## config.mk

```make
export PLATFORM = sky130hd
export DESIGN_NAME = hpm_counter_bank_flat
export DESIGN_NICKNAME = d
export VERILOG_FILES = /design/src/rtl/hpm_counter_bank_pkg.sv /design/src/rtl/hpm_counter_bank_if.sv /design/src/rtl/hpm_counter_slice.sv /design/src/rtl/hpm_counter_bank.sv /design/src/flat_wrapper.sv
export SDC_FILE = /design/constraint.sdc
export NUM_CORES = 2
export LEC_CHECK = 0
export BUFFER_PORTS_ARGS = -buffer_cell sky130_fd_sc_hd__buf_2
export CAP_MARGIN = 25
export CORE_UTILIZATION = 50
export DETAILED_ROUTE_END_ITERATION = 16
export PLACE_DENSITY = 0.67
export SETUP_SLACK_MARGIN = 0.3
export SLEW_MARGIN = 0
export SYNTH_ARGS = -nofsm -noshare
export SYNTH_HDL_FRONTEND = slang
export SYNTH_SLANG_ARGS = --single-unit
export TNS_END_PERCENT = 1
```

## constraint.sdc

```tcl
create_clock -name clk_i -period 7.7 [get_ports clk_i]
set_input_delay 2.31 -clock clk_i [delete_from_list [all_inputs] [get_ports clk_i]]
set_output_delay 2.31 -clock clk_i [all_outputs]
set_load 0.01 [all_outputs]
```

## src/rtl/hpm_counter_bank_pkg.sv

```systemverilog
// Shared definitions for the HPM counter bank: CSR base addresses, event
// register field positions, event selector encodings and the per-counter config.
package hpm_counter_bank_pkg;

   localparam logic [11:0] MHPMCOUNTER3  = 12'hB03;
   localparam logic [11:0] MHPMCOUNTER3H = 12'hB83;
   localparam logic [11:0] MHPMEVENT3    = 12'h323;
   localparam logic [11:0] MHPMEVENT3H   = 12'h723;
   localparam logic [11:0] HPMCOUNTER3   = 12'hC03;
   localparam logic [11:0] HPMCOUNTER3H  = 12'hC83;

   // Flag positions in mhpmevent (RV64) and in mhpmeventh (RV32).
   localparam int EVT_OF_BIT    = 63;
   localparam int EVT_MINH_BIT  = 62;
   localparam int EVT_SINH_BIT  = 61;
   localparam int EVT_UINH_BIT  = 60;
   localparam int EVTH_OF_BIT   = 31;
   localparam int EVTH_MINH_BIT = 30;
   localparam int EVTH_SINH_BIT = 29;
   localparam int EVTH_UINH_BIT = 28;
   localparam int EVT_SEL_MSB   = 7;

   typedef enum logic [7:0] {
      HPM_EV_NONE        = 8'd0,
      HPM_EV_L1I_MISS    = 8'd1,
      HPM_EV_L1D_MISS    = 8'd2,
      HPM_EV_ITLB_MISS   = 8'd3,
      HPM_EV_DTLB_MISS   = 8'd4,
      HPM_EV_LOAD        = 8'd5,
      HPM_EV_STORE       = 8'd6,
      HPM_EV_EXCEPTION   = 8'd7,
      HPM_EV_SYSCALL     = 8'd8,
      HPM_EV_BRANCH      = 8'd9,
      HPM_EV_BRANCH_MISS = 8'd10,
      HPM_EV_JUMP        = 8'd11,
      HPM_EV_CALL        = 8'd12,
      HPM_EV_RETURN      = 8'd13,
      HPM_EV_SB_FULL     = 8'd14,
      HPM_EV_IF_EMPTY    = 8'd15
   } hpm_event_sel_e;

   typedef struct packed {
      logic       of;
      logic       minh;
      logic       sinh;
      logic       uinh;
      logic [7:0] sel;
   } hpm_event_cfg_t;

   // A CSR block spans one 32-entry page; only indices 3..31 belong to the HPM bank.
   function automatic logic page_hit(input logic [11:0] addr, input logic [11:0] base);
      return (addr[11:5] == base[11:5]) && (addr[4:0] >= 5'd3);
   endfunction

endpackage

```

## src/rtl/hpm_counter_bank_if.sv

```systemverilog
// SRAM-like CSR port between the CSR file (master) and the HPM bank (slave).
interface hpm_counter_bank_if #(
   parameter int XLEN = 64
);
   logic [11:0]     addr_i;
   logic            we_i;
   logic [XLEN-1:0] data_i;
   logic [XLEN-1:0] data_o;
   logic            access_err_o;

   modport master (
      output addr_i, we_i, data_i,
      input  data_o, access_err_o
   );

   modport slave (
      input  addr_i, we_i, data_i,
      output data_o, access_err_o
   );
endinterface

```

## src/rtl/hpm_counter_slice.sv

```systemverilog
// One performance counter with its event config: event select, privilege
// filtering, sticky overflow and CSR write priority over the increment.
module hpm_counter_slice
   import hpm_counter_bank_pkg::*;
#(
   parameter int CntWidth  = 64,
   parameter int NumEvents = 32,
   parameter int IncWidth  = 2,
   parameter int XLEN      = 64
) (
   input  logic                          clk,
   input  logic                          rst,
   input  logic [NumEvents*IncWidth-1:0] event_inc,
   input  logic [1:0]                    priv_lvl,
   input  logic                          debug_mode,
   input  logic                          inhibit,
   input  logic                          cnt_lo_we,
   input  logic                          cnt_hi_we,
   input  logic                          evt_we,
   input  logic                          evt_hi_we,
   input  logic [XLEN-1:0]               wdata,
   output logic [CntWidth-1:0]           cnt,
   output hpm_event_cfg_t                cfg,
   output logic                          of_rise
);

   localparam int         SelW     = (NumEvents > 1) ? $clog2(NumEvents) : 1;
   localparam int         FlagTop  = (XLEN == 64) ? EVT_OF_BIT : EVTH_OF_BIT;
   localparam logic [8:0] SelLimit = 9'(NumEvents);

   logic [IncWidth-1:0] ev_inc [NumEvents];
   logic                sel_valid;
   logic                blocked;
   logic                cnt_we;
   logic                flag_we;
   logic                carry;
   logic [IncWidth-1:0] inc;
   logic [CntWidth:0]   sum;
   logic [63:0]         wr_value;
   logic [CntWidth-1:0] cnt_next;
   hpm_event_cfg_t      cfg_next;
   logic                unused_bits;

   always_comb begin
      for (int e = 0; e < NumEvents; e++) begin
         ev_inc[e] = event_inc[e*IncWidth +: IncWidth];
      end
   end

   assign sel_valid = (cfg.sel != 8'd0) && ({1'b0, cfg.sel} < SelLimit);
   assign blocked   = inhibit || debug_mode ||
                      (cfg.minh && (priv_lvl == 2'd3)) ||
                      (cfg.sinh && (priv_lvl == 2'd1)) ||
                      (cfg.uinh && (priv_lvl == 2'd0));
   assign inc       = (sel_valid && !blocked) ? ev_inc[cfg.sel[SelW-1:0]] : '0;
   assign sum       = {1'b0, cnt} + (CntWidth+1)'(inc);
   assign carry     = sum[CntWidth];
   assign cnt_we    = cnt_lo_we | cnt_hi_we;
   assign flag_we   = (XLEN == 64) ? evt_we : evt_hi_we;

   // Writes splice into a 64-bit image so the same code serves both halves and
   // any counter width; bits above CntWidth are simply dropped.
   always_comb begin
      wr_value = 64'(cnt);
      if (cnt_lo_we) wr_value[XLEN-1:0] = wdata;
      if (cnt_hi_we) wr_value[63:32]    = wdata[31:0];
   end

   assign cnt_next = cnt_we ? wr_value[CntWidth-1:0] : sum[CntWidth-1:0];

   always_comb begin
      cfg_next    = cfg;
      cfg_next.of = cfg.of | (carry & ~cnt_we);
      if (evt_we) cfg_next.sel = wdata[EVT_SEL_MSB:0];
      if (flag_we) begin
         cfg_next.of   = wdata[FlagTop];
         cfg_next.minh = wdata[FlagTop-1];
         cfg_next.sinh = wdata[FlagTop-2];
         cfg_next.uinh = wdata[FlagTop-3];
      end
   end

   assign of_rise = cfg_next.of & ~cfg.of;

   always_ff @(posedge clk) begin
      if (rst) begin
         cnt <= '0;
         cfg <= '0;
      end else begin
         cnt <= cnt_next;
         cfg <= cfg_next;
      end
   end

   assign unused_bits = ^{wdata, wr_value};

endmodule

```

## src/rtl/hpm_counter_bank.sv

```systemverilog
// Bank of NumCounters HPM counters behind the CSR port: address decode,
// access checking, read mux and the registered overflow interrupt pulse.
module hpm_counter_bank
   import hpm_counter_bank_pkg::*;
#(
   parameter int NumCounters = 6,
   parameter int CntWidth    = 64,
   parameter int NumEvents   = 32,
   parameter int IncWidth    = 2,
   parameter int XLEN        = 64
) (
   input  logic                          clk_i,
   input  logic                          rst_i,
   hpm_counter_bank_if.slave             csr,
   input  logic [NumEvents*IncWidth-1:0] event_inc_i,
   input  logic [1:0]                    priv_lvl_i,
   input  logic                          debug_mode_i,
   input  logic [NumCounters-1:0]        inhibit_i,
   output logic [NumCounters-1:0]        ovf_o,
   output logic                          ovf_irq_o
);

   localparam bit IsRv64  = (XLEN == 64);
   localparam int FlagTop = IsRv64 ? EVT_OF_BIT : EVTH_OF_BIT;

   logic                hit_mcnt, hit_mcnth, hit_ucnt, hit_ucnth, hit_evt, hit_evth;
   logic                hi_region, err, impl, wr_ok;
   logic [4:0]          kidx;
   logic [CntWidth-1:0] cnt_all [NumCounters];
   hpm_event_cfg_t      cfg_all [NumCounters];
   logic [NumCounters-1:0] of_rise;
   logic [63:0]         c64;
   logic [XLEN-1:0]     evt_lo, evt_hi, rdata;

   assign hit_mcnt  = page_hit(csr.addr_i, MHPMCOUNTER3);
   assign hit_mcnth = page_hit(csr.addr_i, MHPMCOUNTER3H);
   assign hit_ucnt  = page_hit(csr.addr_i, HPMCOUNTER3);
   assign hit_ucnth = page_hit(csr.addr_i, HPMCOUNTER3H);
   assign hit_evt   = page_hit(csr.addr_i, MHPMEVENT3);
   assign hit_evth  = page_hit(csr.addr_i, MHPMEVENT3H);

   assign kidx      = csr.addr_i[4:0] - 5'd3;
   assign impl      = kidx < 5'(NumCounters);
   assign hi_region = hit_mcnth | hit_ucnth | hit_evth;
   // User-mode shadows are read-only; upper halves do not exist on RV64.
   assign err       = (csr.we_i && (hit_ucnt || hit_ucnth)) || (IsRv64 && hi_region);
   assign wr_ok     = csr.we_i && !err && impl;

   for (genvar k = 0; k < NumCounters; k++) begin : g_slice
      logic sel_k;
      assign sel_k = wr_ok && (kidx == 5'(k));

      hpm_counter_slice #(
         .CntWidth  (CntWidth),
         .NumEvents (NumEvents),
         .IncWidth  (IncWidth),
         .XLEN      (XLEN)
      ) u_slice (
         .clk        (clk_i),
         .rst        (rst_i),
         .event_inc  (event_inc_i),
         .priv_lvl   (priv_lvl_i),
         .debug_mode (debug_mode_i),
         .inhibit    (inhibit_i[k]),
         .cnt_lo_we  (sel_k && hit_mcnt),
         .cnt_hi_we  (sel_k && hit_mcnth),
         .evt_we     (sel_k && hit_evt),
         .evt_hi_we  (sel_k && hit_evth),
         .wdata      (csr.data_i),
         .cnt        (cnt_all[k]),
         .cfg        (cfg_all[k]),
         .of_rise    (of_rise[k])
      );

      assign ovf_o[k] = cfg_all[k].of;
   end

   always_comb begin
      c64    = '0;
      evt_lo = '0;
      evt_hi = '0;
      rdata  = '0;
      for (int k = 0; k < NumCounters; k++) begin
         if (kidx == 5'(k)) begin
            c64                      = 64'(cnt_all[k]);
            evt_lo[EVT_SEL_MSB:0]    = cfg_all[k].sel;
            if (IsRv64) evt_lo[FlagTop -: 4] = {cfg_all[k].of, cfg_all[k].minh,
                                                cfg_all[k].sinh, cfg_all[k].uinh};
            evt_hi[FlagTop -: 4]     = {cfg_all[k].of, cfg_all[k].minh,
                                        cfg_all[k].sinh, cfg_all[k].uinh};
         end
      end
      if (!err && impl) begin
         if (hit_mcnt || hit_ucnt)        rdata = c64[XLEN-1:0];
         else if (hit_mcnth || hit_ucnth) rdata = XLEN'(c64[63:32]);
         else if (hit_evt)                rdata = evt_lo;
         else if (hit_evth)               rdata = evt_hi;
      end
   end

   assign csr.data_o       = rdata;
   assign csr.access_err_o = err;

   always_ff @(posedge clk_i) begin
      if (rst_i) ovf_irq_o <= 1'b0;
      else       ovf_irq_o <= |of_rise;
   end

endmodule

```

## src/flat_wrapper.sv

```systemverilog
// flat-port wrapper written by rule: the top's interface ports become plain ports
module hpm_counter_bank_flat import hpm_counter_bank_pkg::*;
#(
   parameter int NumCounters = 6,
   parameter int CntWidth    = 64,
   parameter int NumEvents   = 32,
   parameter int IncWidth    = 2,
   parameter int XLEN        = 64
)
  (clk_i, rst_i, event_inc_i, priv_lvl_i, debug_mode_i, inhibit_i, ovf_o, ovf_irq_o, csr_addr_i, csr_we_i, csr_data_i, csr_data_o, csr_access_err_o);
  hpm_counter_bank_if #(.XLEN(XLEN)) csr_i ();
  input  logic clk_i;
  input  logic rst_i;
  input  logic [NumEvents*IncWidth-1:0] event_inc_i;
  input  logic [1:0] priv_lvl_i;
  input  logic debug_mode_i;
  input  logic [NumCounters-1:0] inhibit_i;
  output logic [NumCounters-1:0] ovf_o;
  output logic ovf_irq_o;
  input wire logic [$bits(csr_i.addr_i)-1:0] csr_addr_i;
  input wire logic [$bits(csr_i.we_i)-1:0] csr_we_i;
  input wire logic [$bits(csr_i.data_i)-1:0] csr_data_i;
  output wire logic [$bits(csr_i.data_o)-1:0] csr_data_o;
  output wire logic [$bits(csr_i.access_err_o)-1:0] csr_access_err_o;
  assign csr_i.addr_i = csr_addr_i;
  assign csr_i.we_i = csr_we_i;
  assign csr_i.data_i = csr_data_i;
  assign csr_data_o = csr_i.data_o;
  assign csr_access_err_o = csr_i.access_err_o;
  hpm_counter_bank #(.NumCounters(NumCounters), .CntWidth(CntWidth), .NumEvents(NumEvents), .IncWidth(IncWidth), .XLEN(XLEN)) u_core (.clk_i(clk_i), .rst_i(rst_i), .csr(csr_i), .event_inc_i(event_inc_i), .priv_lvl_i(priv_lvl_i), .debug_mode_i(debug_mode_i), .inhibit_i(inhibit_i), .ovf_o(ovf_o), .ovf_irq_o(ovf_irq_o));
endmodule
```

==> impl_metrics.tcl <==
set metrics [dict create \
    status "complete, no violations" \
    htreeDepth 2 \
    yosysTopAreaCell "dfxtp_1" \
    filler_cell_count 5686 \
    startpoint "csr_addr_i[0]" \
    cp_cell_sequence "buf_2 -> buf_4 -> ha_2 -> buf_4 -> nand2_1 -> o21ai_0 -> o211a_1 -> a2111oi_0 -> buf_4 -> o311ai_1 -> o2111a_1 -> buf_2" \
    grt_max_degree 148 \
    tightest_slew_ns 1.12 \
    synth.avg_cell_area_um2 7.90 \
    hold_viol 0 \
    finalSetupViolations 0 \
    grt_pass1_vias 29300 \
    drtIter0Drc 3598 \
    synth.area.mux_share 0.0982 \
    drtAntennaViolNets 0 \
    initial_core_util 0.508 \
    cpMostUsedCell "buf_4" \
    synth_top_area_share 0.297 \
    area_growth_pct 13.4 \
    routed.top_layer "met5" \
    drt_wl_total_um 128000 \
    clk_latency_ns 0.63 \
    critPathBufInv 5 \
    top_level_ports 224 \
    nets 4174 \
    syn-num-nets 4078 \
    hold_class "flop to flop" \
    met3_length_um 10700 \
    cts_num_sinks 457 \
    min_from "u_core.g_slice[2].u_slice.cfg[6]" \
    utilization 0.576 \
    die_w_um 250 \
    r2r-start "u_core.g_slice[4].u_slice.cfg[1]" \
    drv_slew 0 \
    cts_made_buffers 54 \
    ys_types 81 \
    clock_skew_ns 0.0248 \
    async_reset_ff_frac 0 \
    vdd_drop_max_mv 0.151 \
    ys_seq_area_frac 0.297 \
    routabilityCongestion 0.986 \
    cp-end-kind "output pin" \
    fin_setup_tns_ns 0 \
    post-place-ws_ns 0.0417 \
    dieArea_um2 62700 \
    die_h_um 250 \
    core-area_um2 60700 \
    dpl.cell_count 4719 \
    synth-simple-area-share 0.247 \
    antenna_found_initial 8 \
    min_period_over_period 0.968 \
    ys_dominant_reg_cell "dfxtp_1" \
    cp.arrival_ns 5.14 \
    first_pass_iters 5 \
    synthCells 3903 \
    detail_route.wl_per_cell_um 26.5 \
    crit_path_max_fanout 15 \
    multi_input_area_um2 20500 \
    synth_xor_xnor_area_share 0.104 \
    slowest_delay_ns 0.56 \
    crit_family "compound AO/OA/AOI/OAI gates" \
    p_leak_nw 11.4 \
    routedLengthMet1_um 48600 \
    cts_tree "done" \
    rsz0062_at_grt "true" \
    clockBufferDepth 3 \
    synthAdderAreaFrac 0.0108 \
    final_cell_mix "560 x nor2_1, 457 x dfxtp_1, 437 x nand2_1, 358 x a211oi_1, 247 x a21oi_1" \
    clk_pin_slew_ns 0.06 \
    fmax_ghz 0.134 \
    startpoint_type "input port" \
    track_usage 0.400 \
    finalCriticalPeriod_ns 7.45 \
    synth-edff-count 0 \
    synth_top_family_by_area "simple AND/OR/NAND/NOR gates" \
    fin_cells 4830 \
    synth-seq-cells 457 \
    holdBufCountCts 0 \
    whs_ns 0.466 \
    p_per_area_nw_per_um2 157 \
    critical-path-slowest-cell "o21ai_0" \
    routed_via_density 6.64 \
    max-slew-margin-rel 0.253 \
    required_ns 5.39 \
    drcViolationCount 0 \
    mostFrequentLayoutCell "nor2_1" \
    dp_hpwl_um 94200 \
    core.rowCount 90 \
    grt_pass1_wl_um 190000 \
    maxCapViolations 0 \
    synthTopCellsByArea "dfxtp_1 30%, a211oi_1 8.8%, mux4_2 8.3%" \
    wl_met2_um 57300 \
    register_area_um2 9150 \
    overflow 0 \
    yosys_warnings 0 \
    port-buffer-count 223 \
    layout-drive-gt1-share 0.152 \
    worstSetupPathType "input port to output pin" \
    worst_slack_ns 0.249 \
    netlist_area_um2 30800 \
    vias 32000 \
    synth_compound_area_frac 0.200 \
    clockRootBuffer "clkbuf_16" \
]
[flip-flops by register name, indices dropped and copies added (netlist names)]
register                    cells
u_core.g_slice.u_slice.cnt    384
u_core.g_slice.u_slice.cfg     72
u_core.ovf_irq_o                1
[report_power, final]
group,internal [W],switching (W)
sequential,0.00236,0.000000462
combinational,0.000123,0.000286
clock,0.00160,0.00112
[cell usage after synthesis (all sizes together), types with 8 or more instances]
cell / n
nor2: 567
dfxtp: 457
nand2: 441
a211oi: 365
clkbuf: 269
a21oi: 253
xnor2: 197
xor2: 168
nand3: 141
nand4: 115
mux4: 114
o21ai: 108
nor3: 106
and3: 63
and4: 47
mux2i: 46
inv: 40
buf: 39
a31oi: 34
o2111ai: 32
nor4: 28
a221oi: 27
o221ai: 19
or4: 19
ha: 17
nor2b: 17
or3: 17
and2: 16
o211ai: 16
a21o: 15
nor3b: 8
o21a: 8
o22ai: 8
[final cells by class]
class,count,area share
diodes,6,0.000429
clock buffers,77,0.0454
clock inverters,22,0.00734
inverters,41,0.00440
multi-input cells,3097,0.588
flip-flops and latches,457,0.262
well taps,782,0.0280
repair buffers,348,0.0651
[metal layers]
| layer | up-vias | track usage |
|---|---|---|
| met5 | - | 0 |
| met4 | 8 | 0.310 |
| met2 | 1849 | 0.632 |
| met1 | 15200 | 0.490 |
| li1 | 14500 | - |
| met3 | 478 | 0.0625 |
[what timing repair did]
item                       in CTS  in global routing
gates resized for setup         5                  8
buffers inserted                0                  4
setup endpoints to repair      14                 55
pin swaps                       1                  2
[cells by family (layout without fill, tap and decap cells)]
group,count (synthesis),after routing
AOI/OAI and AO/OA,926,926
and+or+nand+nor,1623,1623
muxes,160,160
xor gates and xnor gates,365,365
adders and majority gates,23,23
buffers and inverters,349,488
DFF,457,457
other,0,6
[final timing paths]
path                                                     endpoint  slack, ns  cells after the start
worst max-delay path                                csr_data_o[1]       0.25                     12
worst min register to register   u_core.g_slice[2].u_slice.cfg[6]       0.47                      2
worst min-delay path             u_core.g_slice[2].u_slice.cfg[6]       0.47                      2
worst max register to register  u_core.g_slice[4].u_slice.cnt[62]       2.54                     13
[through the flow]
stage               area [um^2]  total power, W
floorplan                 30800         0.00259
global placement          33000         0.00281
detailed placement        33000         0.00281
CTS                       34800         0.00549
global route              34900         0.00561
finish                    35000         0.00549
[worst min-delay path: cells and delay by family, from the launching register on]
family	cells	cell delay (ns)
AO/OA/AOI/OAI	1	0.05
flip-flops	1	0.32
AND/OR/NAND/NOR	1	0.05
(Power assumes the default switching activity.)
